## src/rtl/oh_clockmux_seq.sv

```systemverilog
// Break-before-make enable sequencer for an N-input one-hot clock mux.
// Takes binary select requests over valid/ready and drives a registered
// one-hot enable. Every switch passes through exactly DEAD all-zero cycles.
module oh_clockmux_seq #(
    parameter int N    = 4,
    parameter int DEAD = 2,
    parameter int SW   = $clog2(N) + 1
) (
    input  logic          clk,
    input  logic          nreset,
    input  logic          req_valid,
    input  logic [SW-1:0] req_sel,
    output logic          req_ready,
    output logic [N-1:0]  en,
    output logic          active,
    output logic [SW-1:0] active_sel,
    output logic          busy,
    output logic          err
);

    localparam int CW = $clog2(DEAD + 1);

    // A zero dead time would remove the break-before-make gap entirely.
    if (DEAD < 1) begin : g_bad_dead
        $error("oh_clockmux_seq: DEAD must be at least 1");
    end
    if (N < 2) begin : g_bad_n
        $error("oh_clockmux_seq: N must be at least 2");
    end

    typedef enum logic [1:0] {
        IDLE = 2'd0,
        WAIT = 2'd1,
        ON   = 2'd2
    } state_t;

    state_t        state_q, state_d;
    logic [CW-1:0] cnt_q, cnt_d;
    logic [SW-1:0] target_q, target_d;
    logic [SW-1:0] asel_q, asel_d;
    logic [N-1:0]  en_q, en_d;
    logic          err_q, err_d;

    logic          accept;
    logic          inRange;

    assign accept  = req_valid & req_ready;
    assign inRange = (req_sel < SW'(N));

    // State and datapath registers; reset clears enables on the same edge.
    always_ff @(posedge clk) begin
        if (!nreset) begin
            state_q  <= IDLE;
            cnt_q    <= '0;
            target_q <= '0;
            asel_q   <= '0;
            en_q     <= '0;
            err_q    <= 1'b0;
        end else begin
            state_q  <= state_d;
            cnt_q    <= cnt_d;
            target_q <= target_d;
            asel_q   <= asel_d;
            en_q     <= en_d;
            err_q    <= err_d;
        end
    end

    // Next-state logic: accept requests, count the dead gap, enable the target.
    always_comb begin
        state_d  = state_q;
        cnt_d    = cnt_q;
        target_d = target_q;
        asel_d   = asel_q;
        en_d     = en_q;
        err_d    = 1'b0;
        case (state_q)
            IDLE: begin
                if (accept) begin
                    if (inRange) begin
                        target_d = req_sel;
                        cnt_d    = CW'(DEAD);
                        state_d  = WAIT;
                    end else begin
                        err_d = 1'b1;
                    end
                end
            end
            WAIT: begin
                if (cnt_q == CW'(1)) begin
                    en_d    = N'(1) << target_q;
                    asel_d  = target_q;
                    cnt_d   = '0;
                    state_d = ON;
                end else begin
                    cnt_d = cnt_q - CW'(1);
                end
            end
            ON: begin
                if (accept) begin
                    if (!inRange) begin
                        err_d = 1'b1;
                    end else if (req_sel != asel_q) begin
                        en_d     = '0;
                        asel_d   = '0;
                        target_d = req_sel;
                        cnt_d    = CW'(DEAD);
                        state_d  = WAIT;
                    end
                end
            end
            default: begin
                en_d    = '0;
                asel_d  = '0;
                cnt_d   = '0;
                state_d = IDLE;
            end
        endcase
    end

    // Outputs: ready is low only while counting the dead gap.
    always_comb begin
        req_ready  = (state_q != WAIT);
        busy       = (state_q == WAIT);
        en         = en_q;
        active     = |en_q;
        active_sel = asel_q;
        err        = err_q;
    end

endmodule

```

## config.mk

```make
export PLATFORM = sky130hd
export DESIGN_NAME = oh_clockmux_seq
export DESIGN_NICKNAME = d
export VERILOG_FILES = /design/src/rtl/oh_clockmux_seq.sv
export SDC_FILE = /design/constraint.sdc
export NUM_CORES = 1
export LEC_CHECK = 0
export ABC_AREA = 1
export CAP_MARGIN = 20
export CELL_PAD_IN_SITES_DETAIL_PLACEMENT = 1
export CELL_PAD_IN_SITES_GLOBAL_PLACEMENT = 2
export CORE_UTILIZATION = 26
export DETAILED_ROUTE_END_ITERATION = 10
export HOLD_SLACK_MARGIN = 0.06
export PLACE_DENSITY = 0.73
export RECOVER_POWER = 50
export SYNTH_ARGS = -nofsm -noshare
export SYNTH_HDL_FRONTEND = slang
export SYNTH_SLANG_ARGS = --single-unit
```

## constraint.sdc

```tcl
create_clock -name clk -period 1.8 [get_ports clk]
set_clock_uncertainty 0.15 [all_clocks]
set_input_delay 0.18 -clock clk [delete_from_list [all_inputs] [get_ports clk]]
set_output_delay 0.18 -clock clk [all_outputs]
set_load 0.01 [all_outputs]
```

==> out/results.ini, run 1 <==
[status]
status=complete, but fails checks
violations=DRC

[pwr]
clkPwrFrac=0.304
netSwitchingFraction=0.2886
p_int_uw=478.2
seq_power_share=0.524
leakage_nw=0.4825
power.switching_uw=194.0
vdd_drop_max_uv=286.9
combPwrFrac=0.172
power_density_nw_per_um2=652.0
finalPower_uw=672.2

[cts]
numCtsBuffers=3
htree_levels=1
cts_hold_buffers=0
cts_root_buffer=clkbuf_4
cts_tree=yes
post_cts_buffers=0
cts-resized-gates=1
cts.clk_slew.worst_paths_ns=0.10
clockBufferDepth=2
clkLatencyLatePin_ns=0.29
clock-sinks=15

[die]
core_area_um2=2829
rows=19
initial_core_util=0.2831
chipHeight_um=57.50
die_w_um=57.50
io-pin-count=17
die_area_um2=3306

[layout]
drive_above_1_share=0.07639
syn2layout_area_growth_pct=28.75
final_nets=152
final_cell_mix=nand2_1, inv_1, nor2_1, dfxtp_1, nand4_1
n_antenna_cell=0
fill_cells=372
utilization=0.3644
final_common_cell=nand2_1
final_area_um2=1031

[synthesis]
ys_ff_latch=15
synth-xor-area-share=0.02031
synthMuxAreaShare=0
synth_area_per_cell_um2=6.564
synth_compound_area_frac=0.04688
syn_area_um2=800.8
postSynthCellCount=122
yosys_warnings=0
syn_nets=129
synth_cell_types=17
synthAdderAreaFrac=0.01563
synthSimpleGateAreaFrac=0.4109
seq_area_frac_synth=0.3750
synth_top_family_by_area=simple AND/OR/NAND/NOR gates

[worst_hold_path]
hold_class=in2reg
min-delay-start=req_valid
holdPathStages=3
holdPathEnd=err$_SDFF_PN0_

[worst_setup_path]
ff2ff_setup_slack_ns=0.27
crit_start=en[2]$_SDFFE_PN0P_
start_kind=flop
reg2reg_depth=6
r2r-start=state_q[0]$_SDFFE_PN0P_
crit_fanout=2
required_ns=1.47
crit_path_end_kind=output pin
critPathArrivalTime_ns=1.30
r2r_end=cnt_q[0]$_SDFFE_PN0P_
crit_type=reg2out

[timing]
setup_viol=0
max_freq_ghz=0.6133
rsz0062_at_grt=no
min_period_ns=1.630
setup_tns_ns=0
worst_pin_slew_ns=0.3490
drv_slew=0
hold_viol_final=0
timing.final.crit_share=0.9058
slew_headroom=0.7657

[global_routing]
grt_pass1_wl_um=3601
grt_start_max_net_pins=10
grt_use_total=0.1423
grt_overflow_total=0
antenna_found_initial=0
grt_pass1_vias=846

[flow_run]
cap_violations=0

[place]
port_buffers=16
hpwl_um=1692
placed_area_um2=1015
gp_congestion=0.7245

[drt]
drc=2
via_per_inst=4.606
post_drt_wl_per_cell_um=12.13
drt_iter0_drc=15
vias=806
dr.pass1.iters=7
detail-route-antenna-nets=0
routed_wirelength_um=2122

-- synthesized netlist by cell type, drive strengths merged --
cell | number | area [um^2]
a211oi | 1 | 7.510
a21oi | 5 | 25.02
clkbuf | 1 | 7.510
dfxtp | 15 | 300.3
ha | 1 | 12.51
inv | 26 | 97.59
nand2 | 38 | 147.6
nand3 | 5 | 30.03
nand4 | 12 | 90.09
nor2 | 15 | 56.30
nor3 | 1 | 5.000
o21ai | 1 | 5.000
xnor2 | 1 | 16.27
-- worst max-delay path by stage --
stage	depth (start not counted)	endpoint	slack [ns]
floorplan	7	active_sel[0]$_SDFFE_PN0P_	0.50
global placement	7	en[1]$_SDFFE_PN0P_	0.14
detailed placement	7	active_sel[0]$_SDFFE_PN0P_	0.12
CTS	3	req_ready	0.01
global route	3	active	0.09
finish	3	active	0.17
-- power by group through the flow --
stage          logic (mW)  clock network, mW  registers [mW]
3_5_place_dp        0.122                  0           0.360
4_1_cts             0.121              0.215           0.353
5_1_grt             0.129              0.224           0.354
3_3_place_gp        0.120                  0           0.360
2_1_floorplan      0.0682                  0           0.361
6_report            0.116              0.204           0.352
-- sequential cells by signal (all words and copies together), names as in the netlist --
signal      flops
active_sel      3
cnt_q           2
en              4
err             1
state_q         2
target_q        3
-- routing by layer --
metal | vias up | wire, um | GRT usage
met5 | - | 0 | 0
met2 | 10 | 997 | 0.2525
met1 | 369 | 1021 | 0.1731
li1 | 423 | - | -
met3 | 4 | 65 | 0.02041
met4 | 0 | 37 | 0.05226
-- kinds of logic after synthesis --
family | Yosys count
buffers and inverters | 27
DFF | 15
and+or+nand+nor | 71
adders and majority gates | 1
AOI/OAI and AO/OA | 7
xor gates and xnor gates | 1
-- critical path, cell delays in order (launching register included) --
cell and delay (ns):
dfxtp_1 0.34, inv_1 0.06, nand4_1 0.08, clkdlybuf4s50_1 0.53
-- per-stage QoR --
| step | setup slack [ns] | hold slack, ns | cells |
|---|---|---|---|
| 6_report | 0.1695 | 0.3022 | 175 |
| 4_1_cts | 0.009661 | 0.2964 | 175 |
| 2_1_floorplan | 0.5001 | 0.1483 | 122 |
| 5_1_grt | 0.08748 | 0.3335 | 175 |
| 3_5_place_dp | 0.1155 | 0.3092 | 171 |
| 3_3_place_gp | 0.1362 | 0.3072 | 171 |
-- layout make-up --
type | instances | area (um^2) | area share
Tap cell | 31 | 38.79 | 0.03762
Inverter | 26 | 97.59 | 0.09466
Multi-Input combinational cell | 80 | 385.4 | 0.3738
Timing Repair Buffer | 19 | 181.4 | 0.1760
Clock buffer | 4 | 26.28 | 0.02549
Sequential cell | 15 | 301.5 | 0.2925
No activity file was read; power rests on OpenSTA's default activity.
==> run 2, diff against run 1 <==
Settings changed: PLACE_DENSITY 0.73 to 0.75.
==> run 2 against run 1 <==
  * The flow still finishes with violations (DRC)
  * Flip-flop and latch count unchanged
  * Setup slack got worse by 0.010 ns
  * Sequential power is essentially flat
  * Design area is 0.61% lower
  * Routed wire length is 3.3% lower
  * Highest routed layer unchanged
==> out/results.ini, run 2 (synthesized netlist as in run 1, its figures left out) <==
[flow_run]
cap_violations=0

[global_routing]
grt_start_max_net_pins=10
grt_overflow_total=0
antenna_found_initial=0
grt_pass1_wl_um=3657
grt_use_total=0.1450
grt_pass1_vias=808

[timing]
worst_pin_slew_ns=0.3614
min_period_ns=1.641
setup_viol=0
max_freq_ghz=0.6094
setup_tns_ns=0
hold_viol_final=0
setup_slack_ns=0.1591
hold_ws_ns=0.3015
slew_headroom=0.7584
timing.final.crit_share=0.9116
drv_slew=0
rsz0062_at_grt=no

[die]
die_area_um2=3306
core_area_um2=2829
rows=19
chipHeight_um=57.50
initial_core_util=0.2831
io-pin-count=17
die_w_um=57.50

[layout]
syn2layout_area_growth_pct=27.97
n_antenna_cell=0
final_common_cell=nand2_1
final_nets=152
largest_register_ffs=4
regArea_um2=301.5
final_cell_mix=nand2_1, inv_1, nor2_1, dfxtp_1, nand4_1
utilization=0.3622
drive_above_1_share=0.08333
multi_input_area_um2=377.9
fill_cells=347

[pwr]
finalPower_uw=673.7
leakage_nw=0.4808
vdd_drop_max_uv=309.8
power_density_nw_per_um2=657.4

[worst_setup_path]
crit_fanout=2
crit_path_end_kind=output pin
endpoint=active
required_ns=1.47
cp_cell_sequence=inv_1 -> nand4_1 -> clkdlybuf4s50_1
start_kind=flop
cpPeakStageDelay_ns=0.53
critPathArrivalTime_ns=1.31
ff2ff_setup_slack_ns=0.20
crit_type=reg2out
reg2reg_depth=6
r2r-start=state_q[0]$_SDFFE_PN0P_
r2r_end=state_q[1]$_SDFFE_PN0P_
cp_slowest_cell=clkdlybuf4s50_1
crit_start=en[1]$_SDFFE_PN0P_

[cts]
numCtsBuffers=3
htree_levels=1
cts_root_buffer=clkbuf_4
clock-sinks=15
clkLatencyLatePin_ns=0.30
cts_tree=yes
clockBufferDepth=2
cts.clk_slew.worst_paths_ns=0.10

[drt]
via_per_inst=4.600
detail-route-antenna-nets=0
dr.pass1.iters=6
wl_met3_um=70
drc=1
wl_met2_um=939
vias=805
post_drt_wl_per_cell_um=11.72
routed_wirelength_um=2051
drt-met1-wl_um=995
drt_iter0_drc=9
top_layer=met4

[place]
hpwl_um=1641
gp_congestion=0.7409
port_buffers=16
pre_cts_ws_ns=0.1188

[worst_hold_path]
hold_class=in2reg

[status]
violations=DRC
status=complete, but fails checks

[run 2: through the flow]
step	cell area [um^2]	std cells
2_1_floorplan	800.8	122
3_3_place_gp	1015	171
3_5_place_dp	1015	171
4_1_cts	1042	175
5_1_grt	1025	175
6_report	1025	175
[run 2: per-layer routing]
layer / global-route usage / vias to the layer above
li1: - / 423
met1: 0.1936 / 366
met2: 0.2309 / 11
met3: 0.02268 / 5
met4: 0.06272 / 0
met5: 0 / -
[run 2: worst max-delay path: cells and delay by family, from the launching register on]
family        cells  cell delay (ns)
flops             1             0.34
buf+inv           2             0.59
simple gates      1             0.08
[run 2: worst min path at each step]
stage          slack (ns)  depth (start not counted)                   from               endpoint
4_1_cts              0.29                          3              req_valid         err$_SDFF_PN0_
2_1_floorplan        0.15                          2              req_valid         err$_SDFF_PN0_
3_5_place_dp         0.32                          2  cnt_q[1]$_SDFFE_PN0P_  cnt_q[1]$_SDFFE_PN0P_
3_3_place_gp         0.30                          2  cnt_q[1]$_SDFFE_PN0P_  cnt_q[1]$_SDFFE_PN0P_
5_1_grt              0.32                          3              req_valid         err$_SDFF_PN0_
6_report             0.30                          3              req_valid         err$_SDFF_PN0_
[run 2: power by group]
group          internal (mW)  leakage (nW)  switching (mW)  total [mW]
logic                 0.0490         0.341          0.0651       0.114
registers              0.344         0.122         0.00779       0.352
clock network         0.0828        0.0177           0.125       0.208
[run 2: what timing repair did]
item | in CTS | in global routing
hold buffers | 0 | 0
resized for setup | 2 | 1
endpoints found under the setup margin | 2 | 1
pin swaps | 0 | 0
buffers inserted | 0 | 0
[run 2: cell type report]
type                    instances  share of cell area
clock inverters                 1            0.004884
repair buffers                 19              0.1770
inverters                      26             0.09524
well taps                      31             0.03785
multi-input cells              80              0.3687
clock buffers                   3             0.02198
flip-flops and latches         15              0.2943
==> run 3, diff against run 2 <==
Settings changed: CTS_BUF_LIST set to sky130_fd_sc_hd__clkbuf_16.
==> run 3 against run 2 <==
  * Sequential power about the same
  * Combinational power up 4%
  * Register-to-register slack gained 0.08 ns
  * Sequential share of layout area down 1.9 points
  * Hold slack gained 0.018 ns
  * Via count is 0.25% higher
  * Maximum frequency decreased by 1.4%
  * Critical path depth unchanged
  * Power is 34% higher
  * First-iteration DRC count grew 56%
  * The flow still finishes with violations (DRC)
==> out/results.ini, run 3 (synthesized netlist as in run 1, its figures left out) <==
[pwr]
power_density_nw_per_um2=825.7
finalPower_uw=905.0
vdd_drop_max_uv=262.3
combPwrFrac=0.130
netSwitchingFraction=0.2356
p_int_uw=691.8
power.switching_uw=213.2
clkPwrFrac=0.480
seq_power_share=0.390
leakage_nw=0.5254

[timing]
setup_viol=0
drv_slew=0
slew_headroom=0.7735
setup_tns_ns=0
hold_ws_ns=0.3198
hold_viol_final=0
worst_pin_slew_ns=0.3384
max_freq_ghz=0.6008
timing.final.crit_share=0.9247
min_period_ns=1.664
rsz0062_at_grt=no

[layout]
final_nets=152
final_cell_mix=nand2_1, inv_1, nor2_1, dfxtp_1, nand4_1
n_antenna_cell=0
largest_register_ffs=4
syn2layout_area_growth_pct=36.87
utilization=0.3874
final_common_cell=nand2_1
drive_above_1_share=0.09028

[global_routing]
grt_pass1_wl_um=3884
grt_pass1_vias=864
grt_overflow_total=0
grt_use_total=0.1520
grt_start_max_net_pins=10
antenna_found_initial=0

[die]
core_area_um2=2829
die_area_um2=3306
chipHeight_um=57.50
io-pin-count=17
rows=19
initial_core_util=0.2831
die_w_um=57.50

[worst_setup_path]
crit_path_end_kind=output pin
crit_type=reg2out
cp_slowest_cell=clkdlybuf4s50_1
start_kind=flop
required_ns=1.47
cp_cell_sequence=inv_2 -> nand2_1 -> clkdlybuf4s50_1
crit_fanout=4
cpPeakStageDelay_ns=0.55
critPathArrivalTime_ns=1.33

[drt]
dr.pass1.iters=7
via_per_inst=4.611
drc=1
drt_iter0_drc=14
post_drt_wl_per_cell_um=11.95
detail-route-antenna-nets=0
routed_wirelength_um=2091
vias=807

[cts]
cts_tree=yes
cts_hold_buffers=0
clkLatencyLatePin_ns=0.24
clockBufferDepth=2
numCtsBuffers=3
clock-sinks=15
cts.clk_slew.worst_paths_ns=0.05
cts_root_buffer=clkbuf_16
htree_levels=1

[status]
status=complete, but fails checks
violations=DRC

[place]
gp_congestion=0.7409
port_buffers=16
hpwl_um=1641

[worst_hold_path]
hold_class=reg2reg

[flow_run]
cap_violations=0

run 3: cell count changes in the layout (fill, tap and decap cells not counted):
cell | previous run | this run
nand4_4 | 0 | 1
clkbuf_16 | 0 | 3
dlygate4sd2_1 | 1 | 0
dlymetal6s2s_1 | 0 | 1
clkbuf_4 | 3 | 0
clkdlybuf4s50_1 | 9 | 7
nand4_1 | 12 | 11
dlygate4sd3_1 | 5 | 8
clkdlybuf4s25_1 | 1 | 0
run 3: stage by stage:
stage | setup WS, ns | cell area (um^2) | instances
detailed placement | 0.1188 | 1015 | 171
global placement | 0.1398 | 1015 | 171
floorplan | 0.5001 | 800.8 | 122
CTS | 0.04855 | 1095 | 175
global route | 0.03604 | 1096 | 175
finish | 0.1356 | 1096 | 175
run 3: worst paths after layout:
| check | start | end | slack [ns] | cells after the start |
|---|---|---|---|---|
| hold reg to reg | cnt_q[1]$_SDFFE_PN0P_ | cnt_q[1]$_SDFFE_PN0P_ | 0.32 | 2 |
| setup / recovery | state_q[1]$_SDFFE_PN0P_ | req_ready | 0.14 | 3 |
| hold / removal | cnt_q[1]$_SDFFE_PN0P_ | cnt_q[1]$_SDFFE_PN0P_ | 0.32 | 2 |
| setup reg to reg | cnt_q[0]$_SDFFE_PN0P_ | en[1]$_SDFFE_PN0P_ | 0.28 | 7 |
run 3: repair_timing:
item / CTS / global route
endpoints found under the setup margin: 0 / 2
resized for setup: 0 / 2
setup buffers: 0 / 0
run 3: power groups by stage:
| stage | combinational (mW) | clock [mW] | sequential (mW) |
|---|---|---|---|
| 2_1_floorplan | 0.0682 | 0 | 0.361 |
| 3_3_place_gp | 0.119 | 0 | 0.359 |
| 3_5_place_dp | 0.122 | 0 | 0.360 |
| 4_1_cts | 0.124 | 0.447 | 0.353 |
| 5_1_grt | 0.135 | 0.469 | 0.355 |
| 6_report | 0.118 | 0.434 | 0.353 |
run 3: cell type report:
class | count | area (um^2)
fillers | 346 | 1733
repair buffers | 19 | 185.2
inverters | 26 | 97.59
clock buffers | 3 | 75.07
multi-input cells | 80 | 392.9
clock inverters | 1 | 5.005
flip-flops and latches | 15 | 301.5
well taps | 31 | 38.79
run 3: layer usage:
| metal | vias up | part of all wire | track usage |
|---|---|---|---|
| met5 | - | 0 | 0 |
| met4 | 0 | 0.013 | 0.05575 |
| met3 | 4 | 0.033 | 0.02948 |
| met2 | 11 | 0.49 | 0.2508 |
| met1 | 366 | 0.46 | 0.1961 |
| li1 | 426 | - | - |
run 3: worst max-delay path: cells and delay by family, from the launching register on:
family / cells / cell delay, ns
simple gates: 1 / 0.12
flops: 1 / 0.36
buf+inv: 2 / 0.61
